--- src/rtl/fault_mem_pkg.sv ---
// Shared definitions for the fault-injecting memory model.
//   FT_*            : encodings of the run-time fault_type input
//   aggressor_addr  : coupling-fault aggressor address (victim + 1, wrapping at depth)
package fault_mem_pkg;

  localparam logic [1:0] FT_SAF0  = 2'd0;
  localparam logic [1:0] FT_SAF1  = 2'd1;
  localparam logic [1:0] FT_TF_UP = 2'd2;
  localparam logic [1:0] FT_CFIN  = 2'd3;

  function automatic logic [31:0] aggressor_addr(input logic [31:0] victim,
                                                 input logic [31:0] depth);
    return (victim + 32'd1 >= depth) ? 32'd0 : victim + 32'd1;
  endfunction

endpackage

--- src/rtl/fault_mem_inject.sv ---
// Combinational fault injector for one memory access.
// Inputs : is_write, address, wdata, old_word (current contents at address),
//          old_victim (current contents at fault_addr), fault configuration.
// Outputs: store_word (word to write at address), victim_word/victim_we
//          (coupling-fault update of the victim), read_word (read data after
//          fault correction), activated (this access triggered the fault).
// Range checks of address/fault_addr are left to the caller.
module fault_mem_inject #(
  parameter int DATA_WIDTH = 8,
  parameter int ADDR_WIDTH = 4,
  parameter int DEPTH      = 2**ADDR_WIDTH
) (
  input  logic                          is_write,
  input  logic [ADDR_WIDTH-1:0]         address,
  input  logic [DATA_WIDTH-1:0]         wdata,
  input  logic [DATA_WIDTH-1:0]         old_word,
  input  logic [DATA_WIDTH-1:0]         old_victim,
  input  logic                          fault_en,
  input  logic [1:0]                    fault_type,
  input  logic [ADDR_WIDTH-1:0]         fault_addr,
  input  logic [$clog2(DATA_WIDTH)-1:0] fault_bit,
  output logic [DATA_WIDTH-1:0]         store_word,
  output logic [DATA_WIDTH-1:0]         victim_word,
  output logic                          victim_we,
  output logic [DATA_WIDTH-1:0]         read_word,
  output logic                          activated
);
  import fault_mem_pkg::*;

  logic [DATA_WIDTH-1:0] bmask;
  logic [ADDR_WIDTH-1:0] agg;
  logic                  hit_v;
  logic                  hit_a;
  logic                  forced;

  assign bmask  = DATA_WIDTH'(1) << fault_bit;
  assign agg    = ADDR_WIDTH'(aggressor_addr(32'(fault_addr), 32'(DEPTH)));
  assign hit_v  = fault_en && (address == fault_addr);
  // A write to the victim itself never couples, even if agg could alias it.
  assign hit_a  = fault_en && (address == agg) && (address != fault_addr);
  assign forced = (fault_type == FT_SAF1);

  always_comb begin
    store_word  = wdata;
    read_word   = old_word;
    victim_word = old_victim;
    victim_we   = 1'b0;
    activated   = 1'b0;
    case (fault_type)
      FT_SAF0, FT_SAF1: begin
        if (hit_v) begin
          if (is_write) begin
            store_word[fault_bit] = forced;
            activated             = (wdata[fault_bit] != forced);
          end else begin
            read_word[fault_bit] = forced;
            activated            = (old_word[fault_bit] != forced);
          end
        end
      end
      FT_TF_UP: begin
        if (hit_v && is_write && !old_word[fault_bit] && wdata[fault_bit]) begin
          store_word[fault_bit] = 1'b0;
          activated             = 1'b1;
        end
      end
      FT_CFIN: begin
        if (hit_a && is_write && !old_word[fault_bit] && wdata[fault_bit]) begin
          victim_word = old_victim ^ bmask;
          victim_we   = 1'b1;
          activated   = 1'b1;
        end
      end
      default: ;
    endcase
  end

endmodule

--- src/rtl/fault_mem_multi.sv ---
// Fault-injecting single-port memory model with run-time selectable faults.
// Ports: clk, rst (sync, active high); en/write_read/address/wdata request;
//        fault_en/fault_type/fault_addr/fault_bit fault configuration;
//        rdata/rvalid read response (2-cycle latency); fault_cnt saturating
//        count of fault activations.
// Requests are captured into a stage register, executed one edge later
// (write to array or read registered), and read data is presented the edge
// after that.
module fault_mem_multi #(
  parameter int DATA_WIDTH = 8,
  parameter int ADDR_WIDTH = 4,
  parameter int DEPTH      = 2**ADDR_WIDTH,
  parameter int CNT_WIDTH  = 8
) (
  input  logic                          clk,
  input  logic                          rst,
  input  logic                          en,
  input  logic                          write_read,
  input  logic [ADDR_WIDTH-1:0]         address,
  input  logic [DATA_WIDTH-1:0]         wdata,
  input  logic                          fault_en,
  input  logic [1:0]                    fault_type,
  input  logic [ADDR_WIDTH-1:0]         fault_addr,
  input  logic [$clog2(DATA_WIDTH)-1:0] fault_bit,
  output logic [DATA_WIDTH-1:0]         rdata,
  output logic                          rvalid,
  output logic [CNT_WIDTH-1:0]          fault_cnt
);
  import fault_mem_pkg::*;

  logic [DATA_WIDTH-1:0] mem [DEPTH];

  logic                  s_valid;
  logic                  s_write;
  logic [ADDR_WIDTH-1:0] s_addr;
  logic [DATA_WIDTH-1:0] s_wdata;
  logic                  rd_pend;
  logic [DATA_WIDTH-1:0] rd_word;

  logic                  in_range;
  logic                  v_ok;
  logic [DATA_WIDTH-1:0] old_word;
  logic [DATA_WIDTH-1:0] old_victim;
  logic [DATA_WIDTH-1:0] store_word;
  logic [DATA_WIDTH-1:0] victim_word;
  logic                  victim_we;
  logic [DATA_WIDTH-1:0] read_word;
  logic                  activated;
  logic                  wr_main;
  logic                  wr_victim;
  logic                  count_act;

  assign in_range   = ({1'b0, s_addr} < (ADDR_WIDTH+1)'(DEPTH));
  assign v_ok       = ({1'b0, fault_addr} < (ADDR_WIDTH+1)'(DEPTH));
  assign old_word   = in_range ? mem[s_addr] : '0;
  assign old_victim = v_ok ? mem[fault_addr] : '0;

  fault_mem_inject #(
    .DATA_WIDTH(DATA_WIDTH),
    .ADDR_WIDTH(ADDR_WIDTH),
    .DEPTH     (DEPTH)
  ) u_inject (
    .is_write   (s_write),
    .address    (s_addr),
    .wdata      (s_wdata),
    .old_word   (old_word),
    .old_victim (old_victim),
    .fault_en   (fault_en),
    .fault_type (fault_type),
    .fault_addr (fault_addr),
    .fault_bit  (fault_bit),
    .store_word (store_word),
    .victim_word(victim_word),
    .victim_we  (victim_we),
    .read_word  (read_word),
    .activated  (activated)
  );

  assign wr_main   = s_valid && s_write && in_range;
  assign wr_victim = wr_main && victim_we && v_ok;
  // Out-of-range accesses never count, whatever the injector reports.
  assign count_act = s_valid && in_range && activated;

  // Array has no reset; rst only suppresses the in-flight write.
  always_ff @(posedge clk) begin
    if (!rst) begin
      if (wr_main)   mem[s_addr]     <= store_word;
      if (wr_victim) mem[fault_addr] <= victim_word;
    end
  end

  always_ff @(posedge clk) begin
    if (rst) begin
      s_valid   <= 1'b0;
      s_write   <= 1'b0;
      s_addr    <= '0;
      s_wdata   <= '0;
      rd_pend   <= 1'b0;
      rd_word   <= '0;
      rdata     <= '0;
      rvalid    <= 1'b0;
      fault_cnt <= '0;
    end else begin
      s_valid <= en;
      s_write <= write_read;
      s_addr  <= address;
      s_wdata <= wdata;
      rd_pend <= s_valid && !s_write;
      rd_word <= (s_valid && !s_write && in_range) ? read_word : '0;
      rvalid  <= rd_pend;
      if (rd_pend) rdata <= rd_word;
      if (count_act && (fault_cnt != '1)) fault_cnt <= fault_cnt + 1'b1;
    end
  end

endmodule

--- config.mk ---
export PLATFORM = sky130hd
export DESIGN_NAME = fault_mem_multi
export DESIGN_NICKNAME = d
export VERILOG_FILES = /design/src/rtl/fault_mem_pkg.sv /design/src/rtl/fault_mem_inject.sv /design/src/rtl/fault_mem_multi.sv
export SDC_FILE = /design/constraint.sdc
export NUM_CORES = 1
export LEC_CHECK = 0
export ABC_AREA = 1
export CAP_MARGIN = 15
export CORE_MARGIN = 3
export CORE_UTILIZATION = 50
export CTS_CLUSTER_DIAMETER = 50
export DETAILED_ROUTE_END_ITERATION = 8
export PLACE_DENSITY = 0.68
export SLEW_MARGIN = 5
export SYNTH_ARGS = -nofsm -noshare
export SYNTH_HDL_FRONTEND = slang
export SYNTH_SLANG_ARGS = --single-unit
--- constraint.sdc ---
create_clock -name clk -period 4.7 [get_ports clk]
set_input_delay 0.94 -clock clk [delete_from_list [all_inputs] [get_ports clk]]
set_output_delay 0.94 -clock clk [all_outputs]
set_load 0.005 [all_outputs]
Word level (Yosys, flattened, before mapping)
Memories as Yosys holds them, arrays and structs flattened. A register that Yosys moved wholly into a read port is not among the register bits.
Cells that the tools add are included.
{"block": "word_totals", "mem_bits_ro": 0, "memories": 1, "reg_bits": 40, "mem_bits_rw": 128, "output_inout_bits": 17, "elab_cells": 80, "latchBits": 0, "inputBits": 26}
{"memory": "mem", "words": 16, "width": 8, "read_ports": 2, "rd_ports_with_merged_regs": 1, "write_ports": 2, "line_no": "fault_mem_multi.sv:31", "text": "logic [DATA_WIDTH-1:0] mem [DEPTH];"}
{"block": "classes", "bitwise_logic": 4, "n_div": 0, "n_addsub": 2, "reduce_logical": 20, "mul": 0, "muxes": 31, "eq_ne": 9, "shift": 1, "magnitude_cmp": 3}
{"op": "8-bit two-way mux", "n": 8}
{"op": "8-bit bitwise mux", "n": 2}
{"op": "8-bit case mux with 2 select lines", "n": 1}
{"op": "1-bit logical AND", "n": 15}
{"op": "1-bit two-way mux", "n": 14}
{"op": "8-bit by 1-bit adder with 8-bit output, second input constant", "n": 1}
{"op": "8-bit bitwise AND", "n": 1}
{"op": "4-bit equality test", "n": 2}
{"op": "4-bit two-way mux", "n": 2}
{"op": "8-bit != test, second input constant", "n": 1}
{"op": "8-bit inverter", "n": 1}
{"op": "1-bit by 3-bit left shift with 8-bit output, first input constant", "n": 1}
{"op": "8-bit bitwise XOR", "n": 1}
{"op": "1-bit binary-select mux with 3-bit select", "n": 2}
{"op": "4-bit by 1-bit adder with 5-bit output, second input constant", "n": 1}
{"op": "5-bit greater-or-equal comparator, second input constant", "n": 1}
{"op": "2-bit equality test, second input constant", "n": 2}
{"op": "3-bit by 4-bit < comparator with 1-bit output, second input constant", "n": 1}
{"op": "4-bit != test", "n": 1}
{"op": "2-bit OR reduction", "n": 2}
{"op": "1-bit demux with 3-bit select", "n": 1}
{"op": "3-bit by 1-bit greater-or-equal comparator with 1-bit output, second input constant", "n": 1}
{"op": "1-bit case mux with 3 select lines", "n": 1}
{"op": "2-bit by 1-bit equality test with 1-bit output, second input constant", "n": 1}
{"op": "other kinds (4)", "n": 6}

Depth between registers and ports, before layout
{"block": "depth", "depth_word": 15, "depth_mapped": 21, "mapped_depth_nobuf": 19}

Modules after synthesis
From an unflattened synthesis, not the netlist that was laid out.
{"block": "hier_totals", "hier_cells": 1766, "area_unflattened_um2": 11581.1}
{"mod": "fault_mem_multi", "instances": 1, "seq_area_each_um2": 4644.5, "area_each_um2": 10072.2, "cells_each": 1454}
{"mod": "fault_mem_inject", "instances": 1, "seq_area_each_um2": 0.0, "area_each_um2": 1508.9, "cells_each": 312}

Worst setup path after synthesis
Ideal clock, no wire load.
{"block": "synth_path", "path_type": "input to register", "startpoint": "in fault_addr[0]", "endpoint": "mem mem[10][0] (enable)", "n_path_buf": 3, "required_ns": 4.316, "cell_stages": 15, "slack_ns": 0.903, "t_arrival_ns": 3.413, "setup_ns": 0.384, "cell_sequence": "clkbuf_1 -> inv_2 -> clkbuf_1 -> ha_1 -> xnor2_1 -> o211a_1 -> nand3_1 -> nor2_1 -> nand2_2 -> nor2_4 -> nand2_4 -> nor2_4 -> nand2_1 -> buf_2 -> o21ai_0"}
{"element": "from (decl)", "line_no": "fault_mem_multi.sv:23", "text": "input logic [ADDR_WIDTH-1:0] fault_addr,"}
{"element": "to (decl)", "line_no": "fault_mem_multi.sv:31"}

==> metrics <==
# diodes=0; CP required=4.85 ns; number of global-route vias before repair=9,057; Max FO, Critical Path=22; cell area after synthesis=10,000 um^2; setup TNS=0 ns; Final Hold Fails=0; DRC viols=0; die height=148 um; Final Core Density=0.583; core area=19,600 um^2; critical path arrival=3.97 ns; die area=21,800 um^2; status=finished, final reports clean; final worst-path cycle share=0.813; first-pass GRT wire length=50,700 um; number of detailed-route iterations in the first pass=5; Setup Skew=0.0113 ns; TritonCTS clock tree=yes; P_leak=4.65 nW; # IOs=43; layout cells sized above 1=0.0794; antenna violations before repair=1; post-cts resize count=0; Final nets=1,442; Rel. slew slack=0.250; WHS=0.459 ns; GRT Total Usage=0.301; hold-fix buffer count after cts=0; PwrDens=299 nW/um^2; Max Clk Rate=262 MHz; slew of the pin with the lowest slew margin=1.11 ns; VDD IR-drop max=0.000241 V; sequential fraction of the synthesis area=0.463; Iter 0 DRT Violations=1,322; reg2reg start=s_addr[0]; share of flip-flops with an asynchronous set or reset=0; Setup WS pre-CTS=0.527 ns; top-area cell type share of the netlist area=0.383; biggest area consumer among synthesized cells=edfxtp_1; Final ANT Viol Nets=0; Yosys cell types=33; Post-Syn Instances=1,364; Worst-Skew Late Latency=0.44 ns; Routed WL=32,600 um; syn avg cell area=7.35 um^2; number of H-tree levels=4; Initial Util=0.512; Post-synth EDFFs=128; HPWL Detailed=22,300 um; Root Driver=clkbuf_16; clk sinks=168; Vias/cell=5.75; TritonCTS buffer count=17; Die Width=148 um; hold crit path type=register to register; synth top area cells=edfxtp_1 38%, nand2_1 18%, o21ai_0 11%; Final Critical Period=3.82 ns; Max-cap violations=0; synthesized flop and latch total=168; largest net degree at the start of global routing=74; Pwr Total=3.42 mW; Setup crit start=s_addr[0]; grt total ovfl=0; IO Port Bufs=42; Setup crit start kind=register; Synth warnings=0; Top FF cell, synth=edfxtp_1; RePlAce Congestion=0.965; PnR worst setup slack=0.877 ns; Pins Over Slew Limit=0; RSZ-0062 raised after global routing=no; Crit Path Category=register to register; CTS max path bufs=2; Synth-to-Final Area Change=14.0%; Mapped Nets=1,396; DR vias=9,702; Worst-path clk slew=0.07 ns; flop-to-flop setup slack=0.88 ns; HP Start=rd_word[0]; routed length per instance=19.3 um; post-CTS setup repair buffer count=0; Rows=51; CP Capture Type=register; # setup viols final=0
-- path summary, 6_finish.rpt --
check                                  to  depth (start not counted)
worst max-delay path            mem[6][3]                         20
worst min-delay path             rdata[0]                          2
worst max register to register  mem[6][3]                         20
worst min register to register   rdata[0]                          2
-- sequential cells by signal (all words and copies together) (netlist names) --
register / cells
fault_cnt: 8
mem: 128
rd_pend: 1
rd_word: 8
rdata: 8
rvalid: 1
s_addr: 4
s_valid: 1
s_wdata: 8
s_write: 1
-- per-stage QoR --
step | area, um^2 | std cells
finish | 11400 | 1688
detailed placement | 10900 | 1653
floorplan | 10000 | 1364
CTS | 11400 | 1685
global route | 11400 | 1688
global placement | 10900 | 1653
-- synthesized netlist by cell type, types with 3 or more instances --
library cell / instances
nand2_1: 479
o21ai_0: 227
edfxtp_1: 128
nor2_1: 128
inv_1: 67
dfxtp_1: 40
a21oi_1: 37
clkbuf_1: 37
buf_2: 34
nand3_1: 34
o21ai_1: 34
o22ai_1: 32
xor2_1: 15
nand4_1: 14
o21bai_1: 8
ha_1: 6
nor2_4: 5
buf_6: 4
clkinv_1: 4
nor3_1: 4
xnor2_1: 4
buf_1: 3
buf_4: 3
nand2_2: 3
nor2_2: 3
-- kinds of logic (layout without fill, tap and decap cells) --
logic type | after synthesis | count (layout) | share of synthesized area
xor+xnor | 19 | 19 | 0.0166
buf+inv | 154 | 213 | 0.0660
simple gates | 673 | 673 | 0.267
fa+ha+maj | 6 | 6 | 0.00749
compound gates | 344 | 344 | 0.180
flops | 168 | 168 | 0.463
-- final cells by class --
| cell class | instances | area, um^2 |
|---|---|---|
| multi-input combinational | 1042 | 4720 |
| clock inverter | 14 | 116 |
| timing repair buffer | 108 | 916 |
| fill | 1842 | 8160 |
| tap | 265 | 332 |
| inverter | 73 | 274 |
| sequential | 168 | 4650 |
| clock buffer | 18 | 429 |
-- cells in the final DEF (no fill, tap or decap), drive strengths merged --
cell type      Yosys  final
a311oi             2      2
ha                 6      6
o211a              1      1
nand2            483    483
o22ai             32     32
nor3               4      4
clkinvlp           0      1
clkbuf            37     18
o31ai              1      1
or2                1      1
inv               69     75
a21oi             37     37
xnor2              4      4
and2               1      1
nand4             14     14
nor2             136    136
buf               44     67
o21bai             8      8
clkdlybuf4s50      0     41
xor2              15     15
a211oi             2      2
nand3             34     34
dfxtp             40     40
edfxtp           128    128
o21ai            261    261
clkinv             4     11
-- power by group --
group	switching, mW	total [mW]	internal [mW]	leakage, nW
clock	0.636	1.33	0.689	0.267
sequential	0.0127	1.62	1.61	1.67
combinational	0.326	0.473	0.147	2.71
total	0.975	3.42	2.45	4.65
-- critical path, cell delays in order, from the launching register on --
cell and delay [ns]:
dfxtp_2 0.59, inv_2 0.25, buf_4 0.29, nand2_1 0.09
nand2_1 0.05, nand2_1 0.05, nand2_1 0.08, nand2_1 0.07
nand2_1 0.13, nor2_1 0.24, nor2_1 0.07, nor2_1 0.08
nand3_1 0.12, nand2_2 0.13, nand2_2 0.08, nor2_4 0.24
nand2_4 0.15, nor2_4 0.19, nand2_1 0.09, o21ai_0 0.27
buf_4 0.27
-- per-layer routing --
layer	vias up	wire, um	global-route usage
met5	-	48	0
met2	598	14400	0.457
met3	95	3640	0.0723
met4	2	1180	0.130
li1	4645	-	-
met1	4362	13400	0.414
(Power assumes the default switching activity.)
==> patch: new RTL, same flow settings <==
`ADDR_WIDTH` is set to 4 in 2 places; all go to 3.
--- a/src/rtl/fault_mem_inject.sv
+++ b/src/rtl/fault_mem_inject.sv
@@ -8,5 +8,5 @@
 module fault_mem_inject #(
   parameter int DATA_WIDTH = 8,
-  parameter int ADDR_WIDTH = 4,
+  parameter int ADDR_WIDTH = 3,
   parameter int DEPTH      = 2**ADDR_WIDTH
 ) (
--- a/src/rtl/fault_mem_multi.sv
+++ b/src/rtl/fault_mem_multi.sv
@@ -9,5 +9,5 @@
 module fault_mem_multi #(
   parameter int DATA_WIDTH = 8,
-  parameter int ADDR_WIDTH = 4,
+  parameter int ADDR_WIDTH = 3,
   parameter int DEPTH      = 2**ADDR_WIDTH,
   parameter int CNT_WIDTH  = 8
Interface: changed (resized address and fault_addr); port bits go from 43 to 41. No check against the original RTL was run, so the function may have changed too.
==> patch against the original RTL <==
  * Wire length down 38%
  * Global-route usage up 1.2 points
  * Area after synthesis down 40%
  * Sequential cell count down 65
  * Sequential power down 39%
  * Setup slack worse by 0.34 ns
  * Design area down 40%
  * Sequential share of layout area down 1.5 points
  * First-iteration DRC count down 38%
  * Count of clock-buffer cells in the layout down 8
  * Core utilization up 1.3 points
  * Power down 37%
  * Critical path type unchanged
  * Critical endpoint is now mem[0][5]
==> patch: results (changes against the original RTL) <==
<table>
<tr><th>Metric</th><th>Value</th></tr>
<tr><th colspan="2">Setup path</th></tr>
<tr><td>Arrival time at the worst endpoint</td><td>4.19 ns (+0.22 ns)</td></tr>
<tr><td>Worst-path fanout max</td><td>27 (+23%)</td></tr>
<tr><th colspan="2">Detailed routing</th></tr>
<tr><td>Iteration-0 DRC count of the detailed router</td><td>817 (-38%)</td></tr>
<tr><td>Detail-routed via count per cell</td><td>5.89 (+2.4%)</td></tr>
<tr><th colspan="2">Power</th></tr>
<tr><td>Leakage power</td><td>0.00297 uW (-36%)</td></tr>
<tr><th colspan="2">Cells and area</th></tr>
<tr><td>Max reg flops</td><td>64 (-50%)</td></tr>
<tr><td>Number of nets in the layout</td><td>877 (-39%)</td></tr>
<tr><td>Filler Cell Count</td><td>1089 (-41%)</td></tr>
<tr><td>Ratio of cells with drive above 1 in the final layout</td><td>4.56% (-3.4 points)</td></tr>
<tr><th colspan="2">GRT</th></tr>
<tr><td>GR Util met2</td><td>45.3% (-0.32 points)</td></tr>
<tr><td>Met3 usage</td><td>5.84% (-1.4 points)</td></tr>
<tr><td>Met1 Usage GRT</td><td>47.0% (+5.7 points)</td></tr>
<tr><td>Number of global-route vias before repair</td><td>5060 (-44%)</td></tr>
<tr><td>Global-route wire length before repair</td><td>30500 um (-40%)</td></tr>
<tr><td>Initial antenna violation count</td><td>0 (-1)</td></tr>
<tr><th colspan="2">Synthesis</th></tr>
<tr><td>Share of the synthesized netlist area taken by xor and xnor gates</td><td>2.64% (+0.98 points)</td></tr>
<tr><td>Commonest cells in the netlist</td><td>nand2_1 (222), inv_1 (110), o21ai_0 (94)</td></tr>
<tr><td>Number of nets produced by synthesis</td><td>837 (-40%)</td></tr>
<tr><td>Number of flops mapped to enable cells by yosys</td><td>64 (-50%)</td></tr>
<tr><td>Sequential share of the synthesized area</td><td>45.3% (-1.1 points)</td></tr>
<tr><th colspan="2">Place</th></tr>
<tr><td>Inst Count DP</td><td>983 (-41%)</td></tr>
<tr><td>Half-perimeter wire length after detailed placement</td><td>14500 um (-35%)</td></tr>
<tr><td>Post-placement setup slack</td><td>0.324 ns (-0.202 ns)</td></tr>
<tr><td>Placed standard-cell area</td><td>6540 sq um (-40%)</td></tr>
<tr><th colspan="2">Status</th></tr>
<tr><td>Status</td><td>finished, final reports clean</td></tr>
</table>
[patch: worst paths after layout]
check / start / end / slack [ns] / cells past startpoint
worst max-delay path: s_addr[0] / mem[0][5] / 0.54 / 9
worst min-delay path: rd_word[5] / rdata[5] / 0.45 / 2
worst max register to register: s_addr[0] / mem[0][5] / 0.54 / 9
worst min register to register: rd_word[5] / rdata[5] / 0.45 / 2
[patch: power breakdown]
part           leakage (uW)  total [uW]  internal, uW  switching (uW)
Clock              0.000173         901           573             328
Sequential         0.000989         985           973            12.4
Combinational       0.00181         259          82.7             176
[patch: worst max-delay path, stage by stage, from the launching register on]
cell,delay [ns]
dfxtp_1,0.79
inv_2,0.42
o21ai_0,0.46
nand4_1,0.21
nand2_1,0.09
nand3_1,0.10
nand2_1,0.15
nor4b_4,0.70
nand2_1,0.48
nand2_1,0.42
[patch: cell families (layout without fill, tap and decap cells)]
| kind of cell | count (synthesis) | after routing |
|---|---|---|
| compound gates | 159 | 159 |
| xor+xnor | 18 | 18 |
| fa+ha+maj | 2 | 2 |
| buf+inv | 141 | 186 |
| flops | 103 | 103 |
| simple gates | 388 | 388 |
[patch: final cells by class]
class,instances,share of cell area (%)
Inverter,115,6.26
Clock buffer,10,3.32
Clock inverter,6,1.92
Tap cell,143,2.59
Multi-Input combinational cell,567,39.3
Timing Repair Buffer,55,7.44
Sequential cell,103,39.2
[patch: routing by layer]
layer / part of all wire (%) / wire length (um) / up-vias
met1: 43 / 8700 / 2697
met3: 11 / 2160 / 50
met4: 2.9 / 582 / 0
met2: 44 / 8910 / 358
li1: - / - / 2775
met5: 0 / 0 / -
